==> src/rtl/tdm_mux4_1.sv <==
// Four-lane valid/ready merge onto one registered output stream, round-robin arbitrated.
// Define TDM_MUX_CNT_EN to add the 16-bit xfer_cnt output-transfer counter.
module tdm_mux4_1 #(
  parameter int unsigned W = 8
) (
  input  logic           clk,
  input  logic           rst,
  input  logic [3:0]     in_valid,
  input  logic [4*W-1:0] in_data,
  output logic [3:0]     in_ready,
`ifdef TDM_MUX_CNT_EN
  output logic [15:0]    xfer_cnt,
`endif
  output logic           out_valid,
  output logic [W-1:0]   out_data,
  output logic [1:0]     out_sel,
  input  logic           out_ready
);

  typedef enum logic {StEmpty, StFull} state_e;

  state_e       state_q, state_d;
  logic [1:0]   ptr_q, ptr_d;
  logic [W-1:0] data_q, data_d;
  logic [1:0]   sel_q, sel_d;

  logic         slot_free;
  logic         grant;
  logic         grant_any;
  logic [1:0]   grant_idx;
  logic [1:0]   lane;

  // Walk offsets from farthest to nearest so the lane closest to ptr wins.
  always_comb begin
    grant_any = 1'b0;
    grant_idx = ptr_q;
    lane      = '0;
    for (int k = 3; k >= 0; k--) begin
      lane = ptr_q + 2'(k);
      if (in_valid[lane]) begin
        grant_any = 1'b1;
        grant_idx = lane;
      end
    end
  end

  assign slot_free = (state_q == StEmpty) || out_ready;
  // Gating with rst keeps in_ready low while the registers are held in reset.
  assign grant     = grant_any && slot_free && !rst;
  assign in_ready  = grant ? (4'b0001 << grant_idx) : 4'b0000;

  always_comb begin
    state_d = state_q;
    ptr_d   = ptr_q;
    data_d  = data_q;
    sel_d   = sel_q;
    if (grant) begin
      state_d = StFull;
      data_d  = in_data[grant_idx*W +: W];
      sel_d   = grant_idx;
      ptr_d   = grant_idx + 2'd1;
    end else begin
      unique case (state_q)
        StEmpty: state_d = StEmpty;
        StFull:  if (out_ready) state_d = StEmpty;
        default: state_d = StEmpty;
      endcase
    end
  end

  always_ff @(posedge clk or posedge rst) begin
    if (rst) begin
      state_q <= StEmpty;
      ptr_q   <= 2'd0;
      data_q  <= '0;
      sel_q   <= 2'd0;
    end else begin
      state_q <= state_d;
      ptr_q   <= ptr_d;
      data_q  <= data_d;
      sel_q   <= sel_d;
    end
  end

  assign out_valid = (state_q == StFull);
  assign out_data  = data_q;
  assign out_sel   = sel_q;

`ifdef TDM_MUX_CNT_EN
  logic [15:0] cnt_q;

  always_ff @(posedge clk or posedge rst) begin
    if (rst) begin
      cnt_q <= 16'd0;
    end else if (out_valid && out_ready) begin
      cnt_q <= cnt_q + 16'd1;
    end
  end

  assign xfer_cnt = cnt_q;
`endif

endmodule

==> config.mk <==
export PLATFORM = sky130hd
export DESIGN_NAME = tdm_mux4_1
export DESIGN_NICKNAME = d
export VERILOG_FILES = /design/src/rtl/tdm_mux4_1.sv
export SDC_FILE = /design/constraint.sdc
export NUM_CORES = 1
export LEC_CHECK = 0
export BUFFER_PORTS_ARGS = -buffer_cell sky130_fd_sc_hd__buf_2
export CAP_MARGIN = 10
export CORE_UTILIZATION = 45
export DETAILED_ROUTE_END_ITERATION = 7
export PLACE_DENSITY = 0.91
export SLEW_MARGIN = 20
export SYNTH_ARGS = -nofsm -noshare
export SYNTH_HDL_FRONTEND = slang
export SYNTH_SLANG_ARGS = --single-unit
==> constraint.sdc <==
create_clock -name clk -period 2 [get_ports clk]
set_input_delay 0.1 -clock clk [delete_from_list [all_inputs] [get_ports clk]]
set_output_delay 0.1 -clock clk [all_outputs]
set_load 0.02 [all_outputs]
==> run summary, run 1 <==
Global-route wire length before repair: 4860 um. The utilization after layout was 0.645; the area of the mapped netlist was 1040 um^2. The tools report the kind of start point of the critical path as a flip-flop.

The critical path is of the flip-flop to primary output type. Summing all flip-flop and latch instances after layout gives 328 um^2. Summing all multi-input logic gate instances after layout gives 647 um^2. Setup violations remaining at the end of the flow were counted as 0. The share of the synthesized area in compound gates (AO/OA/AOI/OAI) was 0.343; the final max-slew violation count was 0. The logs give 0 for the global-route congestion overflow total and 114 for the synthesized instance count.

Dividing the detail-routed wire length by the instance count gives 16.2 um. The logs give 0.26 ns for the worst reg-to-reg setup slack and 0 for the initial antenna violation count. In this design, the stage delay of the slowest critical-path cell is 0.49 ns. The flip-flop and latch count after synthesis was 13; the achievable clock frequency was 515 MHz. The tree is rooted in a sky130_fd_sc_hd__clkbuf_4. The class of the tightest hold or removal check was primary input to flip-flop. The starting density of the core is 0.476, and the detailed-router iteration count before antenna repair is 5. The detailed router finished its first iteration with 54 violations.

The tools report the core region area as 2190 um^2. The critical path starts at ptr_q[1]$_DFFE_PP0P_. In the routed layout, each cell is associated on average with a via count of 5.83. Slew at the pin with the worst max-slew slack: 0.446 ns. The floorplan step defined a die boundary enclosing 2510 um^2. The tools report the smallest hold slack as 0.118 ns. The overall track demand over capacity in global routing was 0.260; the maximum root-to-sink buffer count was 2. 54 I/O pins were placed. Power spread over the standard cell area amounts to 1040 nW/um^2. The area growth from synthesis to layout is 35.5%. Maximum net fanout on the critical path: 10. The final HPWL from detailed placement came out at 2300 um.

The run finished with clean final reports. The number of different library cells used by synthesis comes to 37. Fill cells in the final layout number 190. The proportion of layout cells with a drive suffix above 1 is 0.460. A synthesized cell averages 9.14 um^2. Endpoint of the most critical register-to-register path: ptr_q[1]$_DFFE_PP0P_. Summed over all cells, the static leakage comes to 0.000641 uW.

For this run, the number of standard cells in the final layout without fillers is 204. Clock tree synthesis found a total of 13 sinks. The total of warnings raised by yosys is 0.

The number of failing hold endpoints at the final stage is 0, and the overall die width is 50.1 um. The number of synthesized flops with an enable pin came out at 0. The clock reaches the later pin of the worst-skew pair after 0.28 ns. The cell with the largest stage delay on the worst path is sky130_fd_sc_hd__dfrtp_2.

After the last flow step, the layout net total stands at 216. The adder-cell area share of the yosys netlist was 0; the via count of the first global-routing pass was 1103. The tools report the proportion of synthesized chip area in sequential cells as 0.312. Setup repair after global routing left no endpoint under its margin. Across the routed clock network, the largest skew measured is 0.00817 ns. In this run the worst setup path terminates at in_ready[0]. At the worst endpoint, the required time is 1.90 ns.

Timing analysis after detailed placement gives a worst setup slack of -0.0109 ns. The initialized floorplan defines 17 standard-cell rows. For the worst setup path, the data arrival time is 1.84 ns. The simple-gate share of the synthesized area was 0.261; the mux cell area share after synthesis was 0.

The number of port buffers came out at 53. Walking the worst path, the cells encountered are and3b_1, o41a_1, and3_1, buf_2. TritonCTS built the clock tree. The number of buffers created by CTS came out at 3. The top-area cell type share of the netlist area is 0.312, and the time the final worst path needs with I/O delays and setup is 1.94 ns. Setup slack closes at 0.0596 ns.

The cell taking the most area after synthesis is sky130_fd_sc_hd__dfrtp_1. The run gives 1 as the number of levels the H-tree was split into. Ranked by total cell area, the synthesized netlist is headed by sky130_fd_sc_hd__dfrtp_1 31%, sky130_fd_sc_hd__a221oi_1 6.7%, sky130_fd_sc_hd__nor4b_1 6.7%. The largest net degree at the start of global routing was 18; the remaining antenna violation count was 0.

The xor-xnor portion of the synthesized cell area is 0.00840. The post-route clock period utilization was 0.970; the routed wire length was 3310 um. For this run, design rule violations remaining after detail routing come to 0. The number of cells traversed by the worst register-to-register path is 5, and the relative slew slack is 0.702. The routability congestion estimate from global placement is 0.841, and the height of the die is 50.1 um. In this run the critical register-to-register path is launched from ptr_q[1]$_DFFE_PP0P_. After clock tree synthesis, the clock-pin slew on the worst setup and hold paths is 0.09 ns. Dominant combinational cell family by area after synthesis: compound AO/OA/AOI/OAI gates.

The detailed-route via count was 1189. IR analysis of the VDD net gives a maximum drop of 0.000666 V. The cell count after placement was 188. Proportion of synthesized flip-flops having asynchronous set or reset: 1.00.

The tools report the number of max-cap violations as 0. The tools report the sort of element at the end of the critical path as a primary output. The repair_antennas step left the layout with diodes totalling 0.

The most used flip-flop cell after synthesis is sky130_fd_sc_hd__dfrtp_1. The number of nets in the synthesized netlist is 153.
==> area by class of cell <==
type	instances	area share
clock buffer	4	0.0186
inverter	1	0.00266
multi-input combinational	91	0.458
sequential	13	0.232
tap	28	0.0248
timing repair buffer	67	0.264
==> Yosys cell counts (3+ instances only) <==
cell / n
sky130_fd_sc_hd__o31a_1: 8
sky130_fd_sc_hd__o21ai_0: 7
sky130_fd_sc_hd__a221oi_1: 8
sky130_fd_sc_hd__nor4b_1: 8
sky130_fd_sc_hd__nand2_1: 3
sky130_fd_sc_hd__a21oi_1: 9
sky130_fd_sc_hd__dfrtp_1: 13
sky130_fd_sc_hd__buf_6: 4
sky130_fd_sc_hd__o21ai_1: 4
sky130_fd_sc_hd__nand2b_1: 4
sky130_fd_sc_hd__nor2_1: 14
==> cells by family after synthesis <==
family,count (synthesis)
AOI/OAI and AO/OA,46
DFF,13
xor gates and xnor gates,1
and+or+nand+nor,44
buffers and inverters,10
==> cell usage in the layout (no fill, tap or decap), drive strengths merged, types with 8 or more instances in the layout <==
cell type,instances
a21oi,10
a221oi,8
buf,66
dfrtp,13
nor2,14
nor4b,8
o21ai,12
o31a,8
==> critical path, delay by kind of cell, from the launching register on <==
family	cells	cell delay (ns)
and+or+nand+nor	2	0.42
buffers and inverters	1	0.15
DFF	1	0.49
AOI/OAI and AO/OA	1	0.49
==> registers in the layout (all words and copies together), names as in the netlist <==
register and cells:
out_sel 2, ptr_q 2, out_data 8, out_valid 1
==> power by group <==
part | switching (uW) | internal, uW | total, uW
logic | 474 | 371 | 845
clock network | 97.9 | 77.3 | 175
registers | 90.3 | 357 | 447
total | 662 | 806 | 1470
==> per-layer routing <==
| metal | GRT usage | vias up | wire [um] |
|---|---|---|---|
| li1 | - | 561 | - |
| met1 | 0.324 | 543 | 1230 |
| met2 | 0.444 | 81 | 1710 |
| met3 | 0.0370 | 4 | 326 |
| met4 | 0.105 | 0 | 38 |
| met5 | 0 | - | 0 |
==> how the worst min path moves through the flow <==
stage                     start                       to  slack, ns  cells after the start
floorplan                   rst  out_data[0]$_DFFE_PP0P_      -0.02                      1
global placement            rst   out_sel[0]$_DFFE_PP0P_       0.15                      3
detailed placement          rst     ptr_q[1]$_DFFE_PP0P_       0.16                      3
CTS                   out_ready      out_valid$_DFF_PP0_       0.12                      3
global route        in_data[24]  out_data[0]$_DFFE_PP0P_       0.13                      3
finish              in_data[17]  out_data[1]$_DFFE_PP0P_       0.12                      3
==> stage by stage <==
stage	setup TNS [ns]	cell area, um^2	total power, uW
floorplan	0	1040	977
global placement	0	1280	1130
detailed placement	-0.0109	1280	1170
CTS	0	1340	1350
global route	0	1410	1550
finish	0	1410	1470
==> timing repair <==
action                                  CTS  global route
buffers inserted                          1            10
hold buffers                              1             0
endpoints found under the hold margin    13             0
endpoints found under the setup margin    2             3
resized for setup                         2             2
pin swaps                                 2             2
(Power assumes the default switching activity.)
==> inputs of run 2 (changes only) <==
--- a/config.mk
+++ b/config.mk
@@ -9,7 +9,7 @@
 export CAP_MARGIN = 10
 export CORE_UTILIZATION = 45
 export DETAILED_ROUTE_END_ITERATION = 7
-export PLACE_DENSITY = 0.91
+export PLACE_DENSITY = 0.8
 export SLEW_MARGIN = 20
 export SYNTH_ARGS = -nofsm -noshare
 export SYNTH_HDL_FRONTEND = slang
==> run 2 against run 1 <==
  * Clock-buffer cell count is the same
  * Sequential power fell by 2%
  * Worst hold slack got worse by 0.014 ns
  * Utilization shrank 2.1 points
  * Via count is 7.1% lower
  * Largest cell class unchanged
  * Largest power group unchanged
==> run summary, run 2 (synthesis gave the netlist of run 1 again) <==
The flow ran to the end, and the final reports show no timing, DRC or antenna violations. The logs give 1380 uW (was 1470 uW) for the total power draw and 1 (unchanged) for the number of levels the H-tree was split into. Number of cells traversed by the worst register-to-register path: 7 (was 5). The post-route clock period utilization was 0.959 (was 0.970). The largest net degree at the start of global routing was 18 (unchanged); the total clock sinks was 13 (unchanged). The proportion of layout cells with a drive suffix above 1 works out to 0.441 (was 0.460).

TritonCTS built the clock tree. The logs give 0.28 ns (about the same) for the worst-skew pair later-pin latency and 4510 um (was 4860 um) for the global-route wire length before repair. The global-route congestion overflow total came out at 0 (unchanged). The class of the tightest hold or removal check is primary input to flip-flop (unchanged).

The final setup TNS came out at 0 ns (unchanged). Critical setup path kind: flip-flop to primary output (unchanged). The setup skew after layout was 0.00339 ns (was 0.00817 ns). Clock-pin transition on the worst setup and hold timing paths: 0.08 ns (was 0.09 ns). The launching point of the worst reg2reg path is ptr_q[0]$_DFFE_PP0P_ (was ptr_q[1]$_DFFE_PP0P_). Destination of the worst hold path: out_valid$_DFF_PP0_ (was out_data[1]$_DFFE_PP0P_).

The pre-CTS worst setup slack is 0.0216 ns (was -0.0109 ns). The tools report the number of filler instances in the final layout as 190 (unchanged). The routability congestion estimate from global placement was 0.806 (was 0.841); the flip-flop count of the largest register, all copies and words added was 8 (unchanged). The kind of start point of the critical path is a flip-flop (unchanged). The number of failing hold endpoints at the final stage came out at 0 (unchanged). The sort of element at the end of the critical path was a primary output (unchanged). The run gives 3 (unchanged) as the number of buffers created by CTS.

The height of the die works out to 50.1 um (unchanged). Setup repair after global routing left no endpoint under its margin. The endpoint of the most critical register-to-register path is out_data[2]$_DFFE_PP0P_ (was ptr_q[1]$_DFFE_PP0P_). The logs give 2090 um (was 2300 um) for the final HPWL from detailed placement and 0.000613 V (was 0.000666 V) for the largest vdd supply drop. The worst-case setup margin in the final layout is 0.0828 ns (was 0.0596 ns).

The remaining design rule violation count was 0 (unchanged); the overall track demand over capacity in global routing was 0.237 (was 0.260). The net count of the finished layout is 210 (was 216), and the maximum net fanout on the critical path is 11 (was 10). The worst reg-to-reg setup slack is 0.33 ns (was 0.26 ns). The area used by sequential logic in the layout was 328 um^2 (unchanged); the number of max-cap violations was 0 (unchanged). Time the final worst path needs with I/O delays and setup: 1.92 ns (was 1.94 ns). The via count of the first global-routing pass was 1021 (was 1103); the final setup violation count was 0 (unchanged).

Commonest cells after routing, fill and taps aside: 53 x sky130_fd_sc_hd__buf_2, 14 x sky130_fd_sc_hd__nor2_1, 11 x sky130_fd_sc_hd__dfrtp_1 (was 53 x sky130_fd_sc_hd__buf_2, 14 x sky130_fd_sc_hd__nor2_1, 13 x sky130_fd_sc_hd__buf_4). Commonest non-fill, non-tap cell in the layout: sky130_fd_sc_hd__buf_2 (unchanged). The tools report the clock tree root driver cell as sky130_fd_sc_hd__clkbuf_4 (unchanged).

The count of routing violations after the opening detailed-route iteration was 18 (was 54); the total die area was 2510 um^2 (unchanged). The run gives 0.713 (was 0.702) as the relative slew slack. Detailed-route via count: 1105 (was 1189). The smallest hold slack is 0.104 ns (was 0.118 ns).

Depth of the worst hold-timing path: 3 (unchanged). The count of standard-cell rows is 17 (unchanged). The cell area power density is 1010 nW/um^2 (was 1040 nW/um^2), and the average wire length per cell after detail routing is 14.1 um (was 16.2 um). The average via count per standard cell was 5.58 (was 5.83); the final max-slew violation count was 0 (unchanged). The slew at the pin with the worst max-slew slack is 0.425 ns (was 0.446 ns), and the area of the multi-input gates is 647 um^2 (unchanged).

The tools report the startpoint of the lowest-slack hold path as out_ready (was in_data[17]). The detailed-router iteration count before antenna repair is 4 (was 5). Number of port buffers: 53 (unchanged). The starting density of the core came out at 0.476 (unchanged). The number of primary I/O pins was 54 (unchanged).

Static leakage: 0.000611 uW (was 0.000641 uW). The maximum root-to-sink buffer count was 2 (unchanged); the achievable clock frequency was 522 MHz (was 515 MHz). The overall die width was 50.1 um (unchanged); the number of diodes was 0 (unchanged). The run gives 0 (unchanged) as the remaining antenna violation count. The data arrival time of the critical path came out at 1.82 ns (was 1.84 ns).

The growth of design area from synthesis to finish is 31.2% (was 35.5%), and the initial antenna violation count is 0 (unchanged). The core region area was 2190 um^2 (unchanged); the routed wire length was 2800 um (was 3310 um). Endpoint required time on the critical path: 1.90 ns (about the same).
==> run 2: cell type report <==
class                           count  share of cell area
Inverter                            1             0.00274
Clock buffer                        4              0.0192
Tap cell                           28              0.0256
Timing Repair Buffer               61               0.240
Multi-Input combinational cell     91               0.473
Sequential cell                    13               0.240
==> run 2: metal layers <==
layer,vias up,global-route usage,wire (um)
met3,4,0.0247,135
met4,0,0.0762,29
met1,520,0.294,1220
li1,545,-,-
met2,36,0.420,1410
met5,-,0,0
==> run 2: timing repair <==
item                                    CTS  global route
hold endpoints to repair                 13             0
setup buffers                             1             4
gates cloned                              0             0
hold buffers                              1             0
endpoints found under the setup margin    2             3
pin swaps                                 2             1
gates resized for setup                   2             2
==> run 2: power breakdown <==
group	total (uW)	internal (uW)	switching (uW)
registers	440	357	82.4
logic	772	324	448
clock network	168	77.3	90.7
==> run 2: worst max-delay path by stage <==
stage	from	endpoint	slack (ns)
finish	ptr_q[1]$_DFFE_PP0P_	in_ready[0]	0.08
global route	ptr_q[1]$_DFFE_PP0P_	in_ready[1]	0.02
CTS	ptr_q[1]$_DFFE_PP0P_	in_ready[0]	0.02
detailed placement	ptr_q[0]$_DFFE_PP0P_	in_ready[0]	0.02
global placement	ptr_q[0]$_DFFE_PP0P_	in_ready[0]	0.11
floorplan	ptr_q[1]$_DFFE_PP0P_	in_ready[0]	0.44
==> run 2: stage by stage <==
| stage | std cells | utilization | cell area [um^2] |
|---|---|---|---|
| 3_3_place_gp | 188 | 0.585 | 1280 |
| 6_report | 198 | 0.624 | 1370 |
| 3_5_place_dp | 188 | 0.585 | 1280 |
| 2_1_floorplan | 114 | - | 1040 |
| 5_1_grt | 198 | 0.624 | 1370 |
| 4_1_cts | 194 | 0.609 | 1340 |
==> run 2: critical path: stages, from the launching register on <==
cell                      delay [ns]
sky130_fd_sc_hd__dfrtp_2        0.49
sky130_fd_sc_hd__and3b_1        0.20
sky130_fd_sc_hd__o41a_1         0.47
sky130_fd_sc_hd__and3_1         0.23
sky130_fd_sc_hd__buf_2          0.15
==> inputs of run 3 (changes only) <==
--- a/config.mk
+++ b/config.mk
@@ -7,9 +7,11 @@
 export LEC_CHECK = 0
 export BUFFER_PORTS_ARGS = -buffer_cell sky130_fd_sc_hd__buf_2
 export CAP_MARGIN = 10
-export CORE_UTILIZATION = 45
+export CELL_PAD_IN_SITES_DETAIL_PLACEMENT = 1
+export CELL_PAD_IN_SITES_GLOBAL_PLACEMENT = 1
+export CORE_UTILIZATION = 32
 export DETAILED_ROUTE_END_ITERATION = 7
-export PLACE_DENSITY = 0.8
+export PLACE_DENSITY_LB_ADDON = 0.1
 export SLEW_MARGIN = 20
 export SYNTH_ARGS = -nofsm -noshare
 export SYNTH_HDL_FRONTEND = slang
==> run 3 against run 2 <==
  * Global-route usage fell by 3.5 points
  * First-iteration DRC count increased to 2.6 times the previous value
  * Sequential cell count is the same
  * Power up 3.7%
  * Non-clock buffer count is 4 higher
  * Critical endpoint is now in_ready[3]
  * Highest routed layer unchanged
==> run summary, run 3 (synthesis gave the netlist of run 1 again) <==
The initial antenna violation count was 0 (unchanged). Post-route clock period utilization: 0.944 (was 0.959). The number of diodes is 0 (unchanged).

The kind of start point of the critical path was a flip-flop (unchanged). The height of the die came out at 59.1 um (was 50.1 um). TritonCTS built the clock tree. The routed wire length is 3210 um (was 2800 um), and the via count of the first global-routing pass is 1092 (was 1021). For the net count of the finished layout, the log shows 214 (was 210). The routing layer with the top usage in global route was met2 (unchanged). The run finished with clean final reports. The tools report the number of primary I/O pins as 54 (unchanged).

The destination of the worst hold path is out_data[3]$_DFFE_PP0P_ (was out_valid$_DFF_PP0_). The clock-pin transition on the worst setup and hold timing paths is 0.08 ns (about the same), and the static leakage is 0.000634 uW (was 0.000611 uW). Startpoint of the lowest-slack hold path: in_data[19] (was out_ready).

The logs give 0.000243 ns (was 0.00339 ns) for the setup skew after layout and 0.113 ns (was 0.104 ns) for the smallest hold slack. The tools report the fraction of met1 tracks used by global routing as 0.278 (was 0.294). The count of routing violations after the opening detailed-route iteration is 47 (was 18). Data arrival time of the critical path: 1.79 ns (was 1.82 ns). The critical path launch point was ptr_q[0]$_DFFE_PP0P_ (was ptr_q[1]$_DFFE_PP0P_). The overall die width works out to 59.1 um (was 50.1 um). The largest vdd supply drop is 0.000464 V (was 0.000613 V). Detailed-router iteration count before antenna repair: 4 (unchanged). The run gives 13 (unchanged) as the total clock sinks. The run gives 0.339 (was 0.476) as the starting density of the core.

Commonest non-fill, non-tap cell in the layout: sky130_fd_sc_hd__buf_2 (unchanged). Class of the tightest hold or removal check: primary input to flip-flop (unchanged). The growth of design area from synthesis to finish was 36.1% (was 31.2%). For the routability congestion estimate from global placement, the log shows 0.785 (was 0.806).

The endpoint of the most critical register-to-register path is out_data[5]$_DFFE_PP0P_ (was out_data[2]$_DFFE_PP0P_). The number of cells traversed by the worst register-to-register path is 7 (unchanged). The final setup violation count was 0 (unchanged); the endpoint required time on the critical path was 1.90 ns (about the same). The logs give 3 (unchanged) for the number of buffers created by CTS and 3080 um^2 (was 2190 um^2) for the core region area.

The largest net degree at the start of global routing is 18 (unchanged), and the worst-skew pair later-pin latency is 0.28 ns (about the same). Commonest cells after routing, fill and taps aside: 53 x sky130_fd_sc_hd__buf_2, 14 x sky130_fd_sc_hd__nor2_1, 13 x sky130_fd_sc_hd__dfrtp_1 (was 53 x sky130_fd_sc_hd__buf_2, 14 x sky130_fd_sc_hd__nor2_1, 11 x sky130_fd_sc_hd__dfrtp_1). The critical setup path kind was flip-flop to primary output (unchanged).

The fraction of met3 tracks used by global routing came out at 0.0175 (was 0.0247). The final setup TNS is 0 ns (unchanged), and the maximum root-to-sink buffer count is 2 (unchanged). The average via count per standard cell works out to 5.20 (was 5.58). The worst reg-to-reg setup slack is 0.28 ns (was 0.33 ns), and the flip-flop count of the largest register, all copies and words added is 8 (unchanged).

The cell area power density was 1010 nW/um^2 (about the same); the time the final worst path needs with I/O delays and setup was 1.89 ns (was 1.92 ns). The relative slew slack came out at 0.677 (was 0.713). Met2 usage: 0.328 (was 0.420). The depth of the worst hold-timing path works out to 3 (unchanged). The biggest cell delay along the critical path came out at 0.50 ns (was 0.49 ns).

Cells along the critical path: buf_6, nor2b_2, or4b_4, o211ai_4, and2_1, buf_2 (was and3b_1, o41a_1, and3_1, buf_2). The clock tree root driver cell is sky130_fd_sc_hd__clkbuf_4 (unchanged). The number of levels the H-tree was split into was 1 (unchanged). The average wire length per cell after detail routing was 14.7 um (was 14.1 um); the remaining antenna violation count was 0 (unchanged).

The detailed-route via count is 1133 (was 1105), and the slew at the pin with the worst max-slew slack is 0.478 ns (was 0.425 ns). The tools report the total die area as 3490 um^2 (was 2510 um^2). The proportion of layout cells with a drive suffix above 1 works out to 0.443 (was 0.441).

The cell with the largest stage delay on the worst path is sky130_fd_sc_hd__or4b_4 (was sky130_fd_sc_hd__dfrtp_2). The achievable clock frequency is 529 MHz (was 522 MHz), and the overall track demand over capacity in global routing is 0.202 (was 0.237). The tools report the number of failing hold endpoints at the final stage as 0 (unchanged). The global-route wire length before repair is 5260 um (was 4510 um). The count of standard-cell rows was 20 (was 17); the final max-slew violation count was 0 (unchanged). The global-route congestion overflow total is 0 (unchanged). The sort of element at the end of the critical path is a primary output (unchanged). Number of port buffers: 53 (unchanged).

The number of max-cap violations came out at 0 (unchanged). The maximum net fanout on the critical path works out to 7 (was 11). Setup repair after global routing left no endpoint under its margin. The tools report the remaining design rule violation count as 0 (unchanged). For the final HPWL from detailed placement, the log shows 2460 um (was 2090 um).

The tools report the launching point of the worst reg2reg path as ptr_q[0]$_DFFE_PP0P_ (unchanged).
run 3: changes by cell type in the layout (fill, tap and decap cells not counted):
cell	delta
sky130_fd_sc_hd__buf_4	+3
sky130_fd_sc_hd__dfrtp_2	-2
sky130_fd_sc_hd__dfrtp_1	+2
sky130_fd_sc_hd__buf_6	+1
run 3: critical path, delay by kind of cell, from the launching register on:
family	cells	cell delay (ns)
and+or+nand+nor	3	0.71
DFF	1	0.37
buffers and inverters	2	0.30
AOI/OAI and AO/OA	1	0.14
run 3: worst max path at each step:
stage	to	slack, ns
final	in_ready[3]	0.11
after global routing	in_ready[3]	0.02
after CTS	in_ready[0]	0.005
after detailed placement	in_ready[0]	0.08
after global placement	in_ready[0]	0.15
after floorplan	in_ready[0]	0.44
run 3: final cells by class:
| class | count | area [um^2] |
|---|---|---|
| inverters | 1 | 3.75 |
| fillers | 404 | 1660 |
| clock buffers | 4 | 26.3 |
| repair buffers | 65 | 362 |
| multi-input cells | 91 | 647 |
| flip-flops and latches | 13 | 325 |
| well taps | 44 | 55.1 |
run 3: per-layer routing:
layer  wire [um]  share of wire  up-vias
met3         172          0.054        5
met4          48          0.015        0
met1        1470           0.46      534
met5           0              0        -
met2        1510           0.47       37
li1            -              -      557
run 3: where the power goes:
group | total [uW] | switching, uW | internal [uW]
Combinational | 833 | 477 | 356
Clock | 162 | 84.6 | 77.4
Sequential | 436 | 82.3 | 354
Total | 1430 | 644 | 787
run 3: per-stage QoR:
step / worst slack (ns) / total power [uW] / cell area (um^2) / instances / utilization
2_1_floorplan: 0.437 / 977 / 1040 / 114 / -
3_3_place_gp: 0.147 / 1180 / 1310 / 205 / 0.426
3_5_place_dp: 0.0831 / 1200 / 1310 / 205 / 0.426
6_report: 0.111 / 1430 / 1420 / 218 / 0.461
4_1_cts: 0.00535 / 1420 / 1390 / 214 / 0.451
5_1_grt: 0.0247 / 1540 / 1420 / 218 / 0.461
run 3: repair_timing:
item | CTS | global route
resized for setup | 2 | 1
endpoints found under the setup margin | 2 | 3
buffers inserted | 4 | 4
hold buffers | 1 | 0
pin swaps | 3 | 2
hold endpoints to repair | 13 | 0
